==> src/rtl/uart_pkg.sv <==
// rtl/uart_pkg.sv - shared constants, state encoding and width helper for the UART transmitter
package uart_pkg;

    localparam logic [1:0] PAR_NONE = 2'b00;
    localparam logic [1:0] PAR_EVEN = 2'b01;
    localparam logic [1:0] PAR_ODD  = 2'b10;
    localparam logic [1:0] PAR_MARK = 2'b11;

    typedef enum logic [2:0] {
        ST_IDLE,
        ST_START,
        ST_DATA,
        ST_PARITY,
        ST_STOP
    } tx_state_t;

    // Counter width able to hold 0..count-1, never narrower than one bit
    function automatic int cnt_width(input int count);
        return (count > 1) ? $clog2(count) : 1;
    endfunction

endpackage

==> src/rtl/uart_baud_tick.sv <==
// rtl/uart_baud_tick.sv - per-bit cycle counter flagging the last cycle of each serial bit
module uart_baud_tick
    import uart_pkg::*;
#(
    parameter int ClocksPerBit = 16
) (
    input  logic Clock,
    input  logic Reset,
    input  logic Restart,
    output logic BitEnd
);

    localparam int CW = cnt_width(ClocksPerBit);
    localparam logic [CW-1:0] LAST_COUNT = CW'(ClocksPerBit - 1);

    logic [CW-1:0] count;

    // Count 0..ClocksPerBit-1; wrapping at the terminal count starts the next bit at zero
    always_ff @(posedge Clock) begin
        if (Reset || Restart || BitEnd) begin
            count <= '0;
        end else begin
            count <= count + CW'(1);
        end
    end

    assign BitEnd = (count == LAST_COUNT);

endmodule

==> src/rtl/uart_tx_engine.sv <==
// rtl/uart_tx_engine.sv - UART transmit engine with ready/valid input and back-to-back framing
module uart_tx_engine
    import uart_pkg::*;
#(
    parameter int DataLength   = 9,
    parameter int ClocksPerBit = 16
) (
    input  logic                  Clock,
    input  logic                  Reset,
    input  logic [DataLength-1:0] Data,
    input  logic                  Valid,
    output logic                  Ready,
    input  logic [1:0]            ParityMode,
    input  logic                  TwoStop,
    output logic                  Tx,
    output logic                  Busy,
    output logic                  FrameDone
);

    localparam int BW = cnt_width(DataLength + 1);
    localparam logic [BW-1:0] LAST_BIT = BW'(DataLength - 1);

    tx_state_t             state, state_next;
    logic [DataLength-1:0] shreg, shreg_next;
    logic [BW-1:0]         bitcnt, bitcnt_next;
    logic                  second_stop, second_stop_next;
    logic                  has_par_q, par_bit_q, two_stop_q;
    logic                  tx_next;
    logic                  bit_end;
    logic                  last_stop;
    logic                  accept;

    function automatic logic parity_bit(input logic [DataLength-1:0] d, input logic [1:0] mode);
        case (mode)
            PAR_EVEN: return ^d;
            PAR_ODD:  return ~^d;
            PAR_MARK: return 1'b1;
            default:  return 1'b0;
        endcase
    endfunction

    // The baud counter idles at zero so the start bit always gets a full bit time
    uart_baud_tick #(
        .ClocksPerBit(ClocksPerBit)
    ) u_baud (
        .Clock  (Clock),
        .Reset  (Reset),
        .Restart(state == ST_IDLE),
        .BitEnd (bit_end)
    );

    assign last_stop = (state == ST_STOP) && bit_end && (second_stop || !two_stop_q);
    assign Ready     = (state == ST_IDLE) || last_stop;
    assign accept    = Valid && Ready;
    assign FrameDone = last_stop;
    assign Busy      = (state != ST_IDLE);

    // State, line and datapath registers; frame options are frozen at the handshake
    always_ff @(posedge Clock) begin
        if (Reset) begin
            state       <= ST_IDLE;
            Tx          <= 1'b1;
            shreg       <= '0;
            bitcnt      <= '0;
            second_stop <= 1'b0;
            has_par_q   <= 1'b0;
            par_bit_q   <= 1'b0;
            two_stop_q  <= 1'b0;
        end else begin
            state       <= state_next;
            Tx          <= tx_next;
            shreg       <= shreg_next;
            bitcnt      <= bitcnt_next;
            second_stop <= second_stop_next;
            if (accept) begin
                has_par_q  <= (ParityMode != PAR_NONE);
                par_bit_q  <= parity_bit(Data, ParityMode);
                two_stop_q <= TwoStop;
            end
        end
    end

    // Next state plus the next line level, so Tx is registered yet aligned with the state
    always_comb begin
        state_next       = state;
        shreg_next       = shreg;
        bitcnt_next      = bitcnt;
        second_stop_next = 1'b0;
        tx_next          = 1'b1;
        if (accept) begin
            shreg_next = Data;
        end
        case (state)
            ST_IDLE: begin
                if (accept) begin
                    state_next = ST_START;
                    tx_next    = 1'b0;
                end
            end
            ST_START: begin
                tx_next = 1'b0;
                if (bit_end) begin
                    state_next  = ST_DATA;
                    bitcnt_next = '0;
                    tx_next     = shreg[0];
                end
            end
            ST_DATA: begin
                tx_next = shreg[0];
                if (bit_end) begin
                    if (bitcnt == LAST_BIT) begin
                        if (has_par_q) begin
                            state_next = ST_PARITY;
                            tx_next    = par_bit_q;
                        end else begin
                            state_next = ST_STOP;
                            tx_next    = 1'b1;
                        end
                    end else begin
                        bitcnt_next = bitcnt + BW'(1);
                        shreg_next  = shreg >> 1;
                        tx_next     = shreg_next[0];
                    end
                end
            end
            ST_PARITY: begin
                tx_next = par_bit_q;
                if (bit_end) begin
                    state_next = ST_STOP;
                    tx_next    = 1'b1;
                end
            end
            ST_STOP: begin
                second_stop_next = second_stop;
                if (bit_end) begin
                    if (!last_stop) begin
                        second_stop_next = 1'b1;
                    end else if (accept) begin
                        second_stop_next = 1'b0;
                        state_next       = ST_START;
                        tx_next          = 1'b0;
                    end else begin
                        second_stop_next = 1'b0;
                        state_next       = ST_IDLE;
                    end
                end
            end
            default: begin
                state_next = ST_IDLE;
            end
        endcase
    end

endmodule
==> config.mk <==
export PLATFORM = sky130hd
export DESIGN_NAME = uart_tx_engine
export DESIGN_NICKNAME = d
export VERILOG_FILES = /design/src/rtl/uart_pkg.sv /design/src/rtl/uart_baud_tick.sv /design/src/rtl/uart_tx_engine.sv
export SDC_FILE = /design/constraint.sdc
export NUM_CORES = 1
export LEC_CHECK = 0
export BUFFER_PORTS_ARGS = -buffer_cell sky130_fd_sc_hd__buf_2
export CELL_PAD_IN_SITES_DETAIL_PLACEMENT = 0
export CELL_PAD_IN_SITES_GLOBAL_PLACEMENT = 2
export CORE_MARGIN = 5
export CORE_UTILIZATION = 31
export CTS_CLUSTER_SIZE = 14
export DETAILED_ROUTE_END_ITERATION = 6
export PLACE_DENSITY_LB_ADDON = 0.1
export RECOVER_POWER = 100
export SLEW_MARGIN = 25
export SYNTH_ARGS = -nofsm -noshare
export SYNTH_HDL_FRONTEND = slang
export SYNTH_SLANG_ARGS = --single-unit
export TNS_END_PERCENT = 30
==> constraint.sdc <==
create_clock -name Clock -period 1.8 [get_ports Clock]
set_input_delay 0 -clock Clock [delete_from_list [all_inputs] [get_ports Clock]]
set_output_delay 0 -clock Clock [all_outputs]
set_load 0.02 [all_outputs]
==> impl_metrics.tcl, run 1 <==
set metrics [dict create \
    outcome "complete, no violations" \
    synthAdderAreaFrac_pct 2.755 \
    die_area_um2 5821 \
    grt.total_usage_pct 11.31 \
    start_util_pct 31.73 \
    n_antenna_cell 0 \
    synth-simple-area-share_pct 21.67 \
    drive_gt1_share_pct 20.11 \
    clk_pin_slew_ns 0.09 \
    slew_viol_final 0 \
    clock_path_buffers 2 \
    cts_tree "built" \
    setup_tns_ns 0 \
    viasPerCell 4.996 \
    synth_top_family_by_area "simple AND/OR/NAND/NOR gates" \
    ir_worst_vdd_mv 0.2127 \
    synth_compound_area_share_pct 18.18 \
    p_per_area_nw_per_um2 710.4 \
    cp_slowest_stage_delay_ns 0.36 \
    area_growth_pct 18.55 \
    antenna_found_initial 0 \
    worst_pin_slew_ns 0.4627 \
    cp_slowest_cell "dfxtp_1" \
    finalCriticalPeriod_ns 1.717 \
    ys_types 42 \
    rsz0062_at_grt "yes" \
    syn_nets 170 \
    finalSetupViolCount 0 \
    io_buffers 18 \
    grt_pass1_vias 1130 \
    layout.nets 198 \
    synth-xor-area-share_pct 6.795 \
    hold_class "in2reg" \
    post-route-period-util_pct 95.37 \
    drcViolationCount 0 \
    skew_ns 0.001294 \
    synth_seq_cells 25 \
    grt_first_pass_wirelength_um 5457 \
    place_congestion 0.8587 \
    synth_mux_area_share_pct 8.081 \
    synth_seq_area_share_pct 36.73 \
    regArea_um2 500.5 \
    clk_latency_ns 0.27 \
    crit_chain "inv_1, ha_1, and3b_1, nor3_4, nand2_2, nor2_1, a211oi_1" \
    async_flop_share_pct 0 \
    slew_headroom_pct 69.16 \
    arrival_ns 1.85 \
    syn-cell-area_um2 1363 \
    start_kind "flop" \
    drt-total-wl_um 3271 \
    drv_cap 0 \
    h-tree-depth 1 \
    dpl_cell_area_um2 1545 \
    multi_input_area_um2 792.0 \
    crit_fanout 8 \
    drt_pass1_iterations 4 \
    clock-sinks 25 \
    post-place-ws_ns 0.007925 \
    path_class "reg2reg" \
    die_x_um 76.30 \
    grt_max_degree 24 \
    postLayoutCellArea_um2 1615 \
    synth_edf_count 0 \
    ys_warn_count 0 \
    layout_setup_ws_ns 0.08340 \
    first_iter_violations 55 \
    numCtsBuffers 3 \
    clock-root-buffer "clkbuf_8" \
    ant_nets 0 \
    overflow 0 \
    syn_avg_cell_area_um2 8.964 \
    finalHoldViolations 0 \
    synth-main-ff-cell "dfxtp_1" \
    hpwl_um 2410 \
    die_h_um 76.30 \
    p_leak_nw 0.6648 \
    rows 24 \
    end_kind "flop" \
    synthCells 152 \
    wl_per_cell_um 14.16 \
    critPathRequiredTime_ns 1.94 \
    fmax_mhz 582.5 \
    vias 1154 \
    io_pins 19 \
    p_total_mw 1.148 \
    fillCellCount 467 \
    core_area_um2 4294 \
]
==> state kept, by name, summed over array words and instances (netlist names), 3 cells and up <==
signal        flops
shreg             9
bitcnt            4
u_baud.count      4
state             3
==> synth_stat cells (all sizes together), types with 2 or more instances <==
library cell | n | area, um2
dfxtp | 25 | 500.5
nor2 | 23 | 86.33
a211oi | 12 | 90.09
mux2i | 11 | 110.1
a21oi | 8 | 51.30
nor3 | 7 | 46.30
xnor2 | 6 | 52.55
clkbuf | 5 | 18.77
inv | 5 | 18.77
nand2 | 5 | 28.78
buf | 4 | 41.29
nor2b | 4 | 25.02
o21ai | 4 | 20.02
ha | 3 | 37.54
nand3 | 3 | 15.01
nor3b | 3 | 22.52
a31oi | 2 | 12.51
nand2b | 2 | 12.51
nand4 | 2 | 12.51
xor2 | 2 | 17.52
==> area by class of cell <==
class / count / share of cell area (%)
Timing Repair Buffer: 31 / 12.01
Clock buffer: 4 / 2.789
Multi-Input combinational cell: 114 / 49.03
Inverter: 5 / 1.162
Tap cell: 52 / 4.028
Sequential cell: 25 / 30.98
==> logic make-up (layout without fill, tap and decap cells) <==
kind of cell               Yosys count  after routing
adders and majority gates            3              3
AOI/OAI and AO/OA                   35             35
DFF                                 25             25
xor gates and xnor gates             9              9
and+or+nand+nor                     55             56
buffers and inverters               14             40
muxes                               11             11
==> per-layer routing <==
layer	global-route usage (%)	vias to the layer above	part of all wire (%)
li1	-	602	-
met1	15.42	536	49
met2	17.38	14	47
met3	2.364	2	2.4
met4	4.371	0	0.70
met5	0	-	0
==> report_power, final <==
part	leakage, nW	internal (mW)	switching [mW]
logic	0.438	0.107	0.101
registers	0.204	0.580	0.0223
clock network	0.0228	0.158	0.179
total	0.665	0.846	0.302
==> path summary, 6_finish.rpt <==
kind / startpoint / to / slack [ns] / cells after the start
max: bitcnt[0]$_SDFFE_PP0P_ / shreg[3]$_SDFF_PP0_ / 0.08 / 7
min: Data[8] / shreg[8]$_SDFF_PP0_ / 0.08 / 3
max reg2reg: bitcnt[0]$_SDFFE_PP0P_ / shreg[3]$_SDFF_PP0_ / 0.08 / 7
min reg2reg: u_baud.count[0]$_SDFF_PP0_ / u_baud.count[0]$_SDFF_PP0_ / 0.45 / 1
==> placed cells by master (no fill, tap or decap), types with 3 or more instances in the layout <==
cell       n
ha_1       3
nor3_1     6
a211oi_1  12
nor3b_1    3
inv_1      5
mux2i_1   11
xnor2_1    6
clkbuf_1   6
nor2b_1    4
buf_2     14
a21oi_1    7
nor2_1    23
nand3_1    3
clkbuf_8   3
nand2_1    3
o21ai_0    3
dfxtp_1   25
buf_4     10
==> repair_timing <==
| item | 4_1_cts | 5_1_grt |
|---|---|---|
| endpoints found under the hold margin | 1 | 0 |
| buffers inserted | 0 | 2 |
| hold buffers | 1 | 0 |
| resized for setup | 1 | 3 |
| cloned | 0 | 1 |
| pin swaps | 0 | 2 |
| endpoints found under the setup margin | 3 | 13 |
==> per-stage QoR <==
step           instances  hold WS [ns]  utilization, %
3_3_place_gp         223        0.2352           35.98
3_5_place_dp         223        0.2469           35.98
4_1_cts              228       0.08072           37.38
6_report             231       0.08246           37.62
2_1_floorplan        152       0.07718               -
5_1_grt              231       0.09612           37.62
==> critical path: cells and delay by family, from the launching register on <==
kind                     cells  cell delay, ns
adder cells (fa/ha/maj)      1            0.21
flip-flops                   1            0.36
buffers and inverters        1            0.08
AO/OA/AOI/OAI                1            0.07
AND/OR/NAND/NOR              4            0.86
(Power assumes the default switching activity.)
==> run 2: changes to the inputs <==
HOLD_SLACK_MARGIN = 0.03   (was not set)
PLACE_DENSITY = 0.74   (was not set)
PLACE_DENSITY_LB_ADDON = not set   (was 0.1)
==> run 2 against run 1 <==
Effect of this change:
- power is essentially flat
- register-to-register slack gained 0.04 ns
- clock-buffer cell count shrank 1
- combinational power is essentially flat
- via count shrank 0.17%
- setup slack gained 0.041 ns
- clock skew grew 0.0043 ns
- critical endpoint is now shreg[6]$_SDFF_PP0_
- final area grew 1.1%
- routed wire length shrank 7.7%
- sequential share of layout area shrank 0.18 points
- non-clock buffer count is the same
==> impl_metrics.tcl, run 2 (same netlist as run 1, synthesis figures left out) <==
set metrics [dict create \
    core_area_um2 4294 \
    place_inst 222 \
    cts_tree "built" \
    end_kind "flop" \
    post-route-period-util_pct 93.10 \
    path_class "reg2reg" \
    grt_pass1_vias 1139 \
    skew_ns 0.005588 \
    ir_worst_vdd_mv 0.2405 \
    clock-sinks 25 \
    most-common-layout-cells "dfxtp_1 (23), nor2_1 (23), buf_2 (14)" \
    viasPerCell 5.009 \
    slew_headroom_pct 70.61 \
    p_per_area_nw_per_um2 703.1 \
    die_h_um 76.30 \
    numCtsBuffers 3 \
    layout.nets 197 \
    hold_class "in2reg" \
    grt.total_usage_pct 10.60 \
    setup_tns_ns 0 \
    io_buffers 18 \
    hpwl_um 2192 \
    die_x_um 76.30 \
    regArea_um2 503.0 \
    io_pins 19 \
    cp_slowest_cell "dfxtp_1" \
    p_leak_nw 0.6706 \
    clk_pin_slew_ns 0.09 \
    critPathRequiredTime_ns 1.98 \
    worst_pin_slew_ns 0.4409 \
    fmax_mhz 596.7 \
    rows 24 \
    drive_gt1_share_pct 21.91 \
    finalCriticalPeriod_ns 1.676 \
    rsz0062_at_grt "no" \
    fillCellCount 446 \
    grt_first_pass_wirelength_um 5133 \
    die_area_um2 5821 \
    crit_fanout 17 \
    drv_cap 0 \
    drt-total-wl_um 3018 \
    top_regs "shreg: 9 flops, bitcnt: 4 flops, u_baud.count: 4 flops" \
    antenna_found_initial 0 \
    multi_input_area_um2 807.0 \
    clock-root-buffer "clkbuf_8" \
    start_kind "flop" \
    clock_path_buffers 2 \
    largest_reg_flops 9 \
    n_antenna_cell 0 \
    crit_chain "inv_1, ha_1, and3b_2, nor3_4, nand2_4, a211oi_1" \
    start_util_pct 31.73 \
    clk_latency_ns 0.27 \
    drcViolationCount 0 \
    wl_per_cell_um 13.12 \
    cp_slowest_stage_delay_ns 0.39 \
    first_iter_violations 71 \
    top_register "shreg" \
    arrival_ns 1.86 \
    area_growth_pct 19.83 \
    drt_pass1_iterations 4 \
    place_congestion 0.8389 \
    ant_nets 0 \
    finalHoldViolations 0 \
    vias 1152 \
    finalSetupViolCount 0 \
    overflow 0 \
    grt_max_degree 24 \
    h-tree-depth 1 \
    slew_viol_final 0 \
    layout.cells.non_filler 230 \
    outcome "complete, no violations" \
]
run 2: through the flow:
stage / hold slack (ns) / power (mW) / util [%] / instance area (um2) / setup WS (ns)
final: 0.04241 / 1.148 / 38.02 / 1633 / 0.1242
after global routing: 0.04906 / 1.212 / 38.02 / 1633 / 0.002211
after detailed placement: 0.2455 / 0.8248 / 35.81 / 1538 / 0.002016
after global placement: 0.2420 / 0.8224 / 35.81 / 1538 / 0.09721
after CTS: 0.03451 / 1.168 / 37.47 / 1609 / 0.02749
after floorplan: 0.07718 / 0.7591 / - / 1363 / 0.1320
run 2: path summary, 6_finish.rpt:
kind                              start                         end  slack [ns]  cells after the start
max reg2reg      bitcnt[1]$_SDFFE_PP0P_         shreg[6]$_SDFF_PP0_        0.12                      6
min                       ParityMode[1]      has_par_q$_SDFFE_PP0N_        0.04                      3
max              bitcnt[1]$_SDFFE_PP0P_         shreg[6]$_SDFF_PP0_        0.12                      6
min reg2reg  u_baud.count[0]$_SDFF_PP0_  u_baud.count[0]$_SDFF_PP0_        0.45                      1
run 2: cell type report:
| cell class | instances | area share, % |
|---|---|---|
| Clock buffer | 3 | 2.529 |
| Clock inverter | 1 | 0.3065 |
| Inverter | 5 | 1.149 |
| Multi-Input combinational cell | 113 | 49.43 |
| Sequential cell | 25 | 30.80 |
| Tap cell | 52 | 3.985 |
| Timing Repair Buffer | 31 | 11.80 |
run 2: report_power, final:
| group | total (mW) | switching, mW | internal, mW |
|---|---|---|---|
| clock | 0.334 | 0.180 | 0.155 |
| combinational | 0.211 | 0.102 | 0.109 |
| sequential | 0.603 | 0.0227 | 0.580 |
run 2: worst max-delay path, delay by kind of cell (launching register included):
family | cells | cell delay (ns)
simple gates | 3 | 0.69
flops | 1 | 0.39
compound gates | 1 | 0.25
fa+ha+maj | 1 | 0.19
buf+inv | 1 | 0.06
run 2: metal layers:
| layer | GRT usage (%) | part of all wire (%) | routed length [um] | vias up |
|---|---|---|---|---|
| met1 | 13.53 | 48 | 1460 | 541 |
| met5 | 0 | 0 | 0 | - |
| met2 | 16.61 | 47 | 1414 | 12 |
| met4 | 4.720 | 0.99 | 30 | 0 |
| met3 | 2.837 | 3.7 | 112 | 2 |
| li1 | - | - | - | 597 |
run 2: timing repair:
action,in CTS,in global routing
pin swaps,0,1
setup endpoints to repair,4,12
gates resized for setup,1,8
hold endpoints to repair,2,0
hold buffers,2,0
setup buffers,0,2
